`src/rtl/alu_pkg.sv`:
```
// Shared types for the pipelined ALU: act codes, opcodes and control FSM states.
package alu_pkg;

   typedef enum logic [1:0] {
      ActIdle,
      ActLoadA,
      ActLoadB,
      ActExecute
   } act_e;

   typedef enum logic [3:0] {
      OpNot,
      OpAnd,
      OpOr,
      OpShl,
      OpShr,
      OpEq,
      OpNe,
      OpLt,
      OpGt,
      OpLe,
      OpGe,
      OpAdd,
      OpSub,
      OpSra,
      OpMul,
      OpXor
   } opcode_e;

   typedef enum logic [0:0] {
      StIdle,
      StMultiply
   } state_e;

endpackage

```
`src/rtl/alu_multiplier_iterative.sv`:
```
// Iterative shift-add multiplier producing the low WIDTH bits of a product.
// One partial-product step per cycle over WIDTH cycles.
// Ports:
//   clock, reset     rising-edge clock, synchronous active-high reset (aborts)
//   start_i          snapshot operands and begin; only asserted while idle
//   multiplicand_i   operand A
//   multiplier_i     operand B
//   busy_o           steps remain
//   done_o           the step taken on the coming edge is the last one
//   product_o        accumulator after the coming step; final when done_o is high
module alu_multiplier_iterative #(
   parameter int unsigned WIDTH = 8
) (
   input  logic             clock,
   input  logic             reset,
   input  logic             start_i,
   input  logic [WIDTH-1:0] multiplicand_i,
   input  logic [WIDTH-1:0] multiplier_i,
   output logic             busy_o,
   output logic             done_o,
   output logic [WIDTH-1:0] product_o
);

   localparam int unsigned CntWidth = $clog2(WIDTH + 1);

   logic [WIDTH-1:0]    mcand_q, mcand_d;
   logic [WIDTH-1:0]    mplier_q, mplier_d;
   logic [WIDTH-1:0]    acc_q, acc_d;
   logic [CntWidth-1:0] count_q, count_d;
   logic [WIDTH-1:0]    step_acc;

   // Multiplicand shifts left; bits beyond WIDTH never affect the low product.
   assign step_acc = acc_q + (mplier_q[0] ? mcand_q : '0);

   always_comb begin
      mcand_d  = mcand_q;
      mplier_d = mplier_q;
      acc_d    = acc_q;
      count_d  = count_q;
      if (start_i) begin
         mcand_d  = multiplicand_i;
         mplier_d = multiplier_i;
         acc_d    = '0;
         count_d  = CntWidth'(WIDTH);
      end else if (count_q != '0) begin
         acc_d    = step_acc;
         mcand_d  = mcand_q << 1;
         mplier_d = mplier_q >> 1;
         count_d  = count_q - CntWidth'(1);
      end
   end

   always_ff @(posedge clock) begin
      if (reset) begin
         mcand_q  <= '0;
         mplier_q <= '0;
         acc_q    <= '0;
         count_q  <= '0;
      end else begin
         mcand_q  <= mcand_d;
         mplier_q <= mplier_d;
         acc_q    <= acc_d;
         count_q  <= count_d;
      end
   end

   assign busy_o    = (count_q != '0);
   assign done_o    = (count_q == CntWidth'(1));
   assign product_o = step_acc;

endmodule

```
`src/rtl/arithmetic_logic_unit_pipelined.sv`:
```
// WIDTH-bit ALU with act-coded load/execute protocol, single-cycle logic/arith
// ops and an iterative multiplier, plus zero/carry flags and a sticky error.
// Ports:
//   clock, reset   rising-edge clock, synchronous active-high reset
//   act            0 idle, 1 load A, 2 load B, 3 execute (ignored while busy)
//   data           operand for loads; opcode in data[3:0] for execute
//   result         registered result of the last completed operation
//   result_valid   one-cycle pulse when result/flags update
//   busy           multiply in flight
//   flag_zero      result == 0
//   flag_carry     ADD carry-out / SUB borrow, else 0
//   error          sticky unsupported-opcode indication
module arithmetic_logic_unit_pipelined
   import alu_pkg::*;
#(
   parameter int unsigned WIDTH       = 8,
   parameter int unsigned SHAMT_WIDTH = $clog2(WIDTH) + 1
) (
   input  logic             clock,
   input  logic             reset,
   input  logic [1:0]       act,
   input  logic [WIDTH-1:0] data,
   output logic [WIDTH-1:0] result,
   output logic             result_valid,
   output logic             busy,
   output logic             flag_zero,
   output logic             flag_carry,
   output logic             error
);

   state_e           state_q, state_d;
   logic [WIDTH-1:0] operand_a_q, operand_a_d;
   logic [WIDTH-1:0] operand_b_q, operand_b_d;
   logic [WIDTH-1:0] result_q, result_d;
   logic             valid_q, valid_d;
   logic             zero_q, zero_d;
   logic             carry_q, carry_d;
   logic             error_q, error_d;

   opcode_e          op;
   logic [SHAMT_WIDTH-1:0] shamt;
   logic             shamt_big;
   logic [WIDTH:0]   sum;
   logic [WIDTH-1:0] alu_res;
   logic             alu_carry;
   logic             alu_legal;

   logic             mul_start;
   logic             mul_busy;
   logic             mul_done;
   logic [WIDTH-1:0] mul_product;

   assign op        = opcode_e'(data[3:0]);
   assign shamt     = operand_b_q[SHAMT_WIDTH-1:0];
   assign shamt_big = (shamt >= SHAMT_WIDTH'(WIDTH));
   assign sum       = {1'b0, operand_a_q} + {1'b0, operand_b_q};

   // Single-cycle datapath.
   always_comb begin
      alu_res   = '0;
      alu_carry = 1'b0;
      alu_legal = 1'b1;
      unique case (op)
         OpNot: alu_res = ~operand_a_q;
         OpAnd: alu_res = operand_a_q & operand_b_q;
         OpOr:  alu_res = operand_a_q | operand_b_q;
         OpXor: alu_res = operand_a_q ^ operand_b_q;
         OpShl: alu_res = shamt_big ? '0 : (operand_a_q << shamt);
         OpShr: alu_res = shamt_big ? '0 : (operand_a_q >> shamt);
         OpSra: alu_res = shamt_big ? {WIDTH{operand_a_q[WIDTH-1]}}
                                    : WIDTH'($signed(operand_a_q) >>> shamt);
         OpEq:  alu_res = {{(WIDTH-1){1'b0}}, operand_a_q == operand_b_q};
         OpNe:  alu_res = {{(WIDTH-1){1'b0}}, operand_a_q != operand_b_q};
         OpLt:  alu_res = {{(WIDTH-1){1'b0}}, operand_a_q <  operand_b_q};
         OpGt:  alu_res = {{(WIDTH-1){1'b0}}, operand_a_q >  operand_b_q};
         OpLe:  alu_res = {{(WIDTH-1){1'b0}}, operand_a_q <= operand_b_q};
         OpGe:  alu_res = {{(WIDTH-1){1'b0}}, operand_a_q >= operand_b_q};
         OpAdd: begin
            alu_res   = sum[WIDTH-1:0];
            alu_carry = sum[WIDTH];
         end
         OpSub: begin
            alu_res   = operand_a_q - operand_b_q;
            alu_carry = (operand_a_q < operand_b_q);
         end
         OpMul: alu_res = '0;  // multi-cycle, handled by the FSM
         // Reached only if the opcode space is extended beyond what is decoded here.
         default: alu_legal = 1'b0;
      endcase
   end

   // Control FSM and architectural state next values.
   always_comb begin
      state_d     = state_q;
      operand_a_d = operand_a_q;
      operand_b_d = operand_b_q;
      result_d    = result_q;
      valid_d     = 1'b0;
      zero_d      = zero_q;
      carry_d     = carry_q;
      error_d     = error_q;
      mul_start   = 1'b0;
      unique case (state_q)
         StIdle: begin
            unique case (act_e'(act))
               ActLoadA: operand_a_d = data;
               ActLoadB: operand_b_d = data;
               ActExecute: begin
                  if (op == OpMul) begin
                     mul_start = 1'b1;
                     state_d   = StMultiply;
                  end else if (alu_legal) begin
                     result_d = alu_res;
                     zero_d   = (alu_res == '0);
                     carry_d  = alu_carry;
                     valid_d  = 1'b1;
                  end else begin
                     error_d = 1'b1;
                  end
               end
               default: ;
            endcase
         end
         StMultiply: begin
            if (mul_done) begin
               result_d = mul_product;
               zero_d   = (mul_product == '0);
               carry_d  = 1'b0;
               valid_d  = 1'b1;
               state_d  = StIdle;
            end
         end
         default: state_d = StIdle;
      endcase
   end

   always_ff @(posedge clock) begin
      if (reset) begin
         state_q     <= StIdle;
         operand_a_q <= '0;
         operand_b_q <= '0;
         result_q    <= '0;
         valid_q     <= 1'b0;
         zero_q      <= 1'b0;
         carry_q     <= 1'b0;
         error_q     <= 1'b0;
      end else begin
         state_q     <= state_d;
         operand_a_q <= operand_a_d;
         operand_b_q <= operand_b_d;
         result_q    <= result_d;
         valid_q     <= valid_d;
         zero_q      <= zero_d;
         carry_q     <= carry_d;
         error_q     <= error_d;
      end
   end

   alu_multiplier_iterative #(
      .WIDTH(WIDTH)
   ) u_multiplier (
      .clock          (clock),
      .reset          (reset),
      .start_i        (mul_start),
      .multiplicand_i (operand_a_q),
      .multiplier_i   (operand_b_q),
      .busy_o         (mul_busy),
      .done_o         (mul_done),
      .product_o      (mul_product)
   );

   assign result       = result_q;
   assign result_valid = valid_q;
   assign busy         = mul_busy;
   assign flag_zero    = zero_q;
   assign flag_carry   = carry_q;
   assign error        = error_q;

endmodule
```
`config.mk`:
```
export PLATFORM = sky130hd
export DESIGN_NAME = arithmetic_logic_unit_pipelined
export DESIGN_NICKNAME = d
export VERILOG_FILES = /design/src/rtl/alu_pkg.sv /design/src/rtl/alu_multiplier_iterative.sv /design/src/rtl/arithmetic_logic_unit_pipelined.sv
export SDC_FILE = /design/constraint.sdc
export NUM_CORES = 1
export LEC_CHECK = 0
export BUFFER_PORTS_ARGS = -buffer_cell sky130_fd_sc_hd__buf_2
export CAP_MARGIN = 25
export CORE_MARGIN = 4
export CORE_UTILIZATION = 35
export CTS_CLUSTER_SIZE = 25
export DETAILED_ROUTE_END_ITERATION = 7
export MAX_ROUTING_LAYER = met4
export SKIP_LAST_GASP = 1
export SYNTH_ARGS = -nofsm -noshare
export SYNTH_HDL_FRONTEND = slang
export SYNTH_HIERARCHICAL = 1
export SYNTH_SLANG_ARGS = --single-unit
```
`constraint.sdc`:
```
create_clock -name clock -period 7.55 [get_ports clock]
set_input_delay 0.3775 -clock clock [delete_from_list [all_inputs] [get_ports clock]]
set_output_delay 0.3775 -clock clock [all_outputs]
set_load 0.05 [all_outputs]
```
==> results by group <==
GRT
  – Largest net degree at the start of global routing: 50
  – Gr usage total: 0.211
  – Vias in the first global route: around 4600
  – Antenna violations before repair: 0
  – GR Overflow Total: 0
  – First-pass GRT wire length: 26.3 mm

Yosys
  – Cell Area, Synth: 0.00503 sq mm
  – Post-synth EDFFs: 0
  – Number of synthesized register bits: 56
  – Distinct cell type count after synthesis: 75
  – Post-Synthesis Cells: around 680
  – Async SR Flop Fraction: 0
  – Primary FF master, synth: dfxtp_1
  – Synthesized net count: just over 700
  – Ys Warns: 6
  – Seq/Total Area, Yosys: 0.223
  – Syn Area/Cell: around 7.5 sq um

Critical path
  – Crit-path cells: inv_1, ha_1, or2_2, a221oi_1, a21oi_1, a21o_1, a32o_1, a221oi_1, o21a_1
  – Critical path launch point type: flop
  – Worst path max stage delay: between 0.9 and 1 ns
  – Worst setup path class: flop to flop
  – Worst setup startpoint: operand_b_q[1]
  – Reg2Reg Launch Point: operand_b_q[1]
  – Crit end category: flop
  – Worst path arrival time: 4.00 ns
  – Reg2reg setup slack: around 3.8 ns
  – Reg2reg path depth: 9
  – Critical path fanouts, max: 23
  – Crit path max-delay cell type: dfxtp_1
  – Capturing point of the worst reg2reg path: result[7]
  – CP required: 7.81 ns
  – Crit path top cell by count: a221oi_1

Clocking
  – Post-CTS Setup Inserts: 0
  – Max Root-Sink Buffers: 2
  – Hold-fix buffers, CTS: 0
  – Clock latency at the later pin of the worst-skew pair: just over 0.3 ns
  – H-tree depth: 2
  – TritonCTS Buffers: 5
  – Cts repair resizes: 0
  – CTS tree: built
  – Clock transition at the registers of the reported paths: ~0.080 ns
  – Sink Count: 56
  – Clk Tree Root Cell: clkbuf_16

Hold path
  – Hold path depth: 3
  – Worst hold path endpoint: operand_a_q[6]
  – Worst Hold Class: input port to flop
  – HP Start: data[6]

Finish
  – Commonest cells after routing, fill and taps aside: nand2_1, a21oi_1, nor2_1
  – Fin area: 0.00531 sq mm
  – Final std cells w/o fill: approximately 840
  – Layout cells sized above 1: 0.0805
  – Most common cell after layout, fill and taps aside: nand2_1
  – Register area: around 0.0011 sq mm
  – Nets@finish: 707
  – Multi-input logic area: roughly 0.0035 sq mm
  – Fill cells: 1484
  – ANT cells: 0
  – Layout area overhead: 5.47%

Pwr
  – Peak supply drop: 0.000202 V
  – Power Density: between 150 and 200 mW/mm^2
  – Static leakage: around 2 nW

Placed design
  – Port bufs: 23
  – Dpl cells: between 800 and 900
  – Placed Area: between 0.005 and 0.006 sq mm
  – Placer congestion estimate: 0.978
  – HPWL Detailed: roughly 12 mm

Timing
  – Period utilization: 0.496
  – Fin crit period: 3.74 ns
  – Total Neg Setup Slack: 0 ns
  – RSZ-0062 raised after global routing: false
  – Slew Viols, Final: 0
  – Fin. Hold Viols: 0
  – Worst rel slew slack: 0.258
  – Fmax: between 200 and 300 MHz
  – Clock Skew: 0.0105 ns
  – Endpoints failing setup: 0
  – Worst slew pin tran: 1.11 ns

Floorplan
  – Die Ht: about 130 um
  – Core footprint: 0.0140 sq mm
  – Die ar.: ~0.016 sq mm
  – Initial Util: 0.360
  – Die X: 128 um
  – Num rows: 43
  – IO Count: 25

Drt
  – Routed met3 length: 826 um
  – Top layer in use: met4
  – Vias per inst: between 5 and 6
  – Met1 Wirelength: 8.10 mm
  – Final WL: approximately 17 mm
  – Average wire per standard cell: between 20 and 25 um
  – DR vias: approximately 4900
  – Final ANT Viol Nets: 0
  – Initial DRC Count: ~360
  – DRC viols: 0
  – Initial DRT Pass Iterations: 6
  – Routed wl met2: approximately 7.3 mm

Flow run
  – MaxCap Viol Count: 0

Run status
  – Status: complete, no violations
==> cell type report <==
class	instances	share of cell area
Clock buffer	5	0.0236
Clock inverter	3	0.00354
Inverter	36	0.0257
Multi-Input combinational cell	532	0.668
Sequential cell	56	0.211
Tap cell	180	0.0424
Timing Repair Buffer	26	0.0259
==> where the power goes <==
part	internal, mW	switching (mW)	leakage (nW)
clock	0.123	0.115	0.0736
combinational	0.103	0.224	1.48
sequential	0.314	0.0297	0.455
total	0.539	0.368	2.01
==> state kept, by name (all words and copies together) (netlist names) <==
| signal | count |
|---|---|
| flag_carry | 1 |
| operand_b_q | 8 |
| u_multiplier/acc_q | 8 |
| result_valid | 1 |
| state_q | 1 |
| u_multiplier/count_q | 4 |
| u_multiplier/mcand_q | 8 |
| operand_a_q | 8 |
| result | 8 |
| u_multiplier/mplier_q | 8 |
| flag_zero | 1 |
==> kinds of logic after synthesis <==
| family | Yosys count | synth area share |
|---|---|---|
| buffers and inverters | 87 | 0.0761 |
| xor gates and xnor gates | 14 | 0.0244 |
| adders and majority gates | 38 | 0.0990 |
| other | 1 | 0.000745 |
| DFF | 56 | 0.223 |
| AOI/OAI and AO/OA | 185 | 0.240 |
| muxes | 18 | 0.0664 |
| and+or+nand+nor | 276 | 0.271 |
==> metal layers <==
metal  global-route usage  vias to the layer above
met3               0.0288                       36
li1                     -                     2359
met5                    -                        -
met4               0.0868                        0
met2                0.313                      158
met1                0.290                     2387
==> worst max-delay path: cells and delay by family, from the launching register on <==
family,cells,cell delay (ns)
adder cells (fa/ha/maj),1,0.49
AO/OA/AOI/OAI,6,1.53
AND/OR/NAND/NOR,1,0.30
flip-flops,1,0.95
buffers and inverters,1,0.41
==> synth_stat cells (all sizes together) (4+ instances only) <==
cell type | number | area [sq um]
nor2 | 76 | 285
nor4b | 4 | 35.0
ha | 35 | 438
mux2i | 6 | 60.1
xnor2 | 11 | 96.3
nand4 | 7 | 43.8
nor3b | 7 | 63.8
a32o | 4 | 40.0
nand3 | 11 | 55.1
a21oi | 84 | 420
a21o | 4 | 30.0
o21ai | 15 | 75.1
a31oi | 6 | 37.5
and3 | 8 | 50.1
a211oi | 5 | 37.5
buf | 21 | 129
clkbuf | 29 | 109
o211a | 4 | 40.0
inv | 35 | 131
nand2 | 85 | 319
nand2b | 12 | 75.1
nor2b | 10 | 62.6
and2 | 13 | 81.3
a211o | 6 | 52.6
o21bai | 8 | 60.1
mux4 | 11 | 263
nor4 | 8 | 50.1
o211ai | 8 | 60.1
nor3 | 15 | 75.1
o31ai | 5 | 37.5
dfxtp | 56 | 1120
==> worst max-delay path by stage <==
stage                     end  slack, ns
floorplan           result[7]       4.77
global placement    flag_zero       3.97
detailed placement  flag_zero       3.85
CTS                 result[7]       3.80
global route        flag_zero       3.47
finish              result[7]       3.81
==> per-stage QoR <==
| step | hold WS (ns) | utilization | setup WS, ns | power, mW |
|---|---|---|---|---|
| after floorplan | 0.436 | - | 4.77 | 0.592 |
| after global placement | 0.440 | 0.369 | 3.97 | 0.665 |
| after detailed placement | 0.446 | 0.369 | 3.85 | 0.673 |
| after CTS | 0.326 | 0.379 | 3.80 | 0.913 |
| after global routing | 0.354 | 0.379 | 3.47 | 0.961 |
| final | 0.326 | 0.379 | 3.81 | 0.907 |
(Power assumes the default switching activity.)
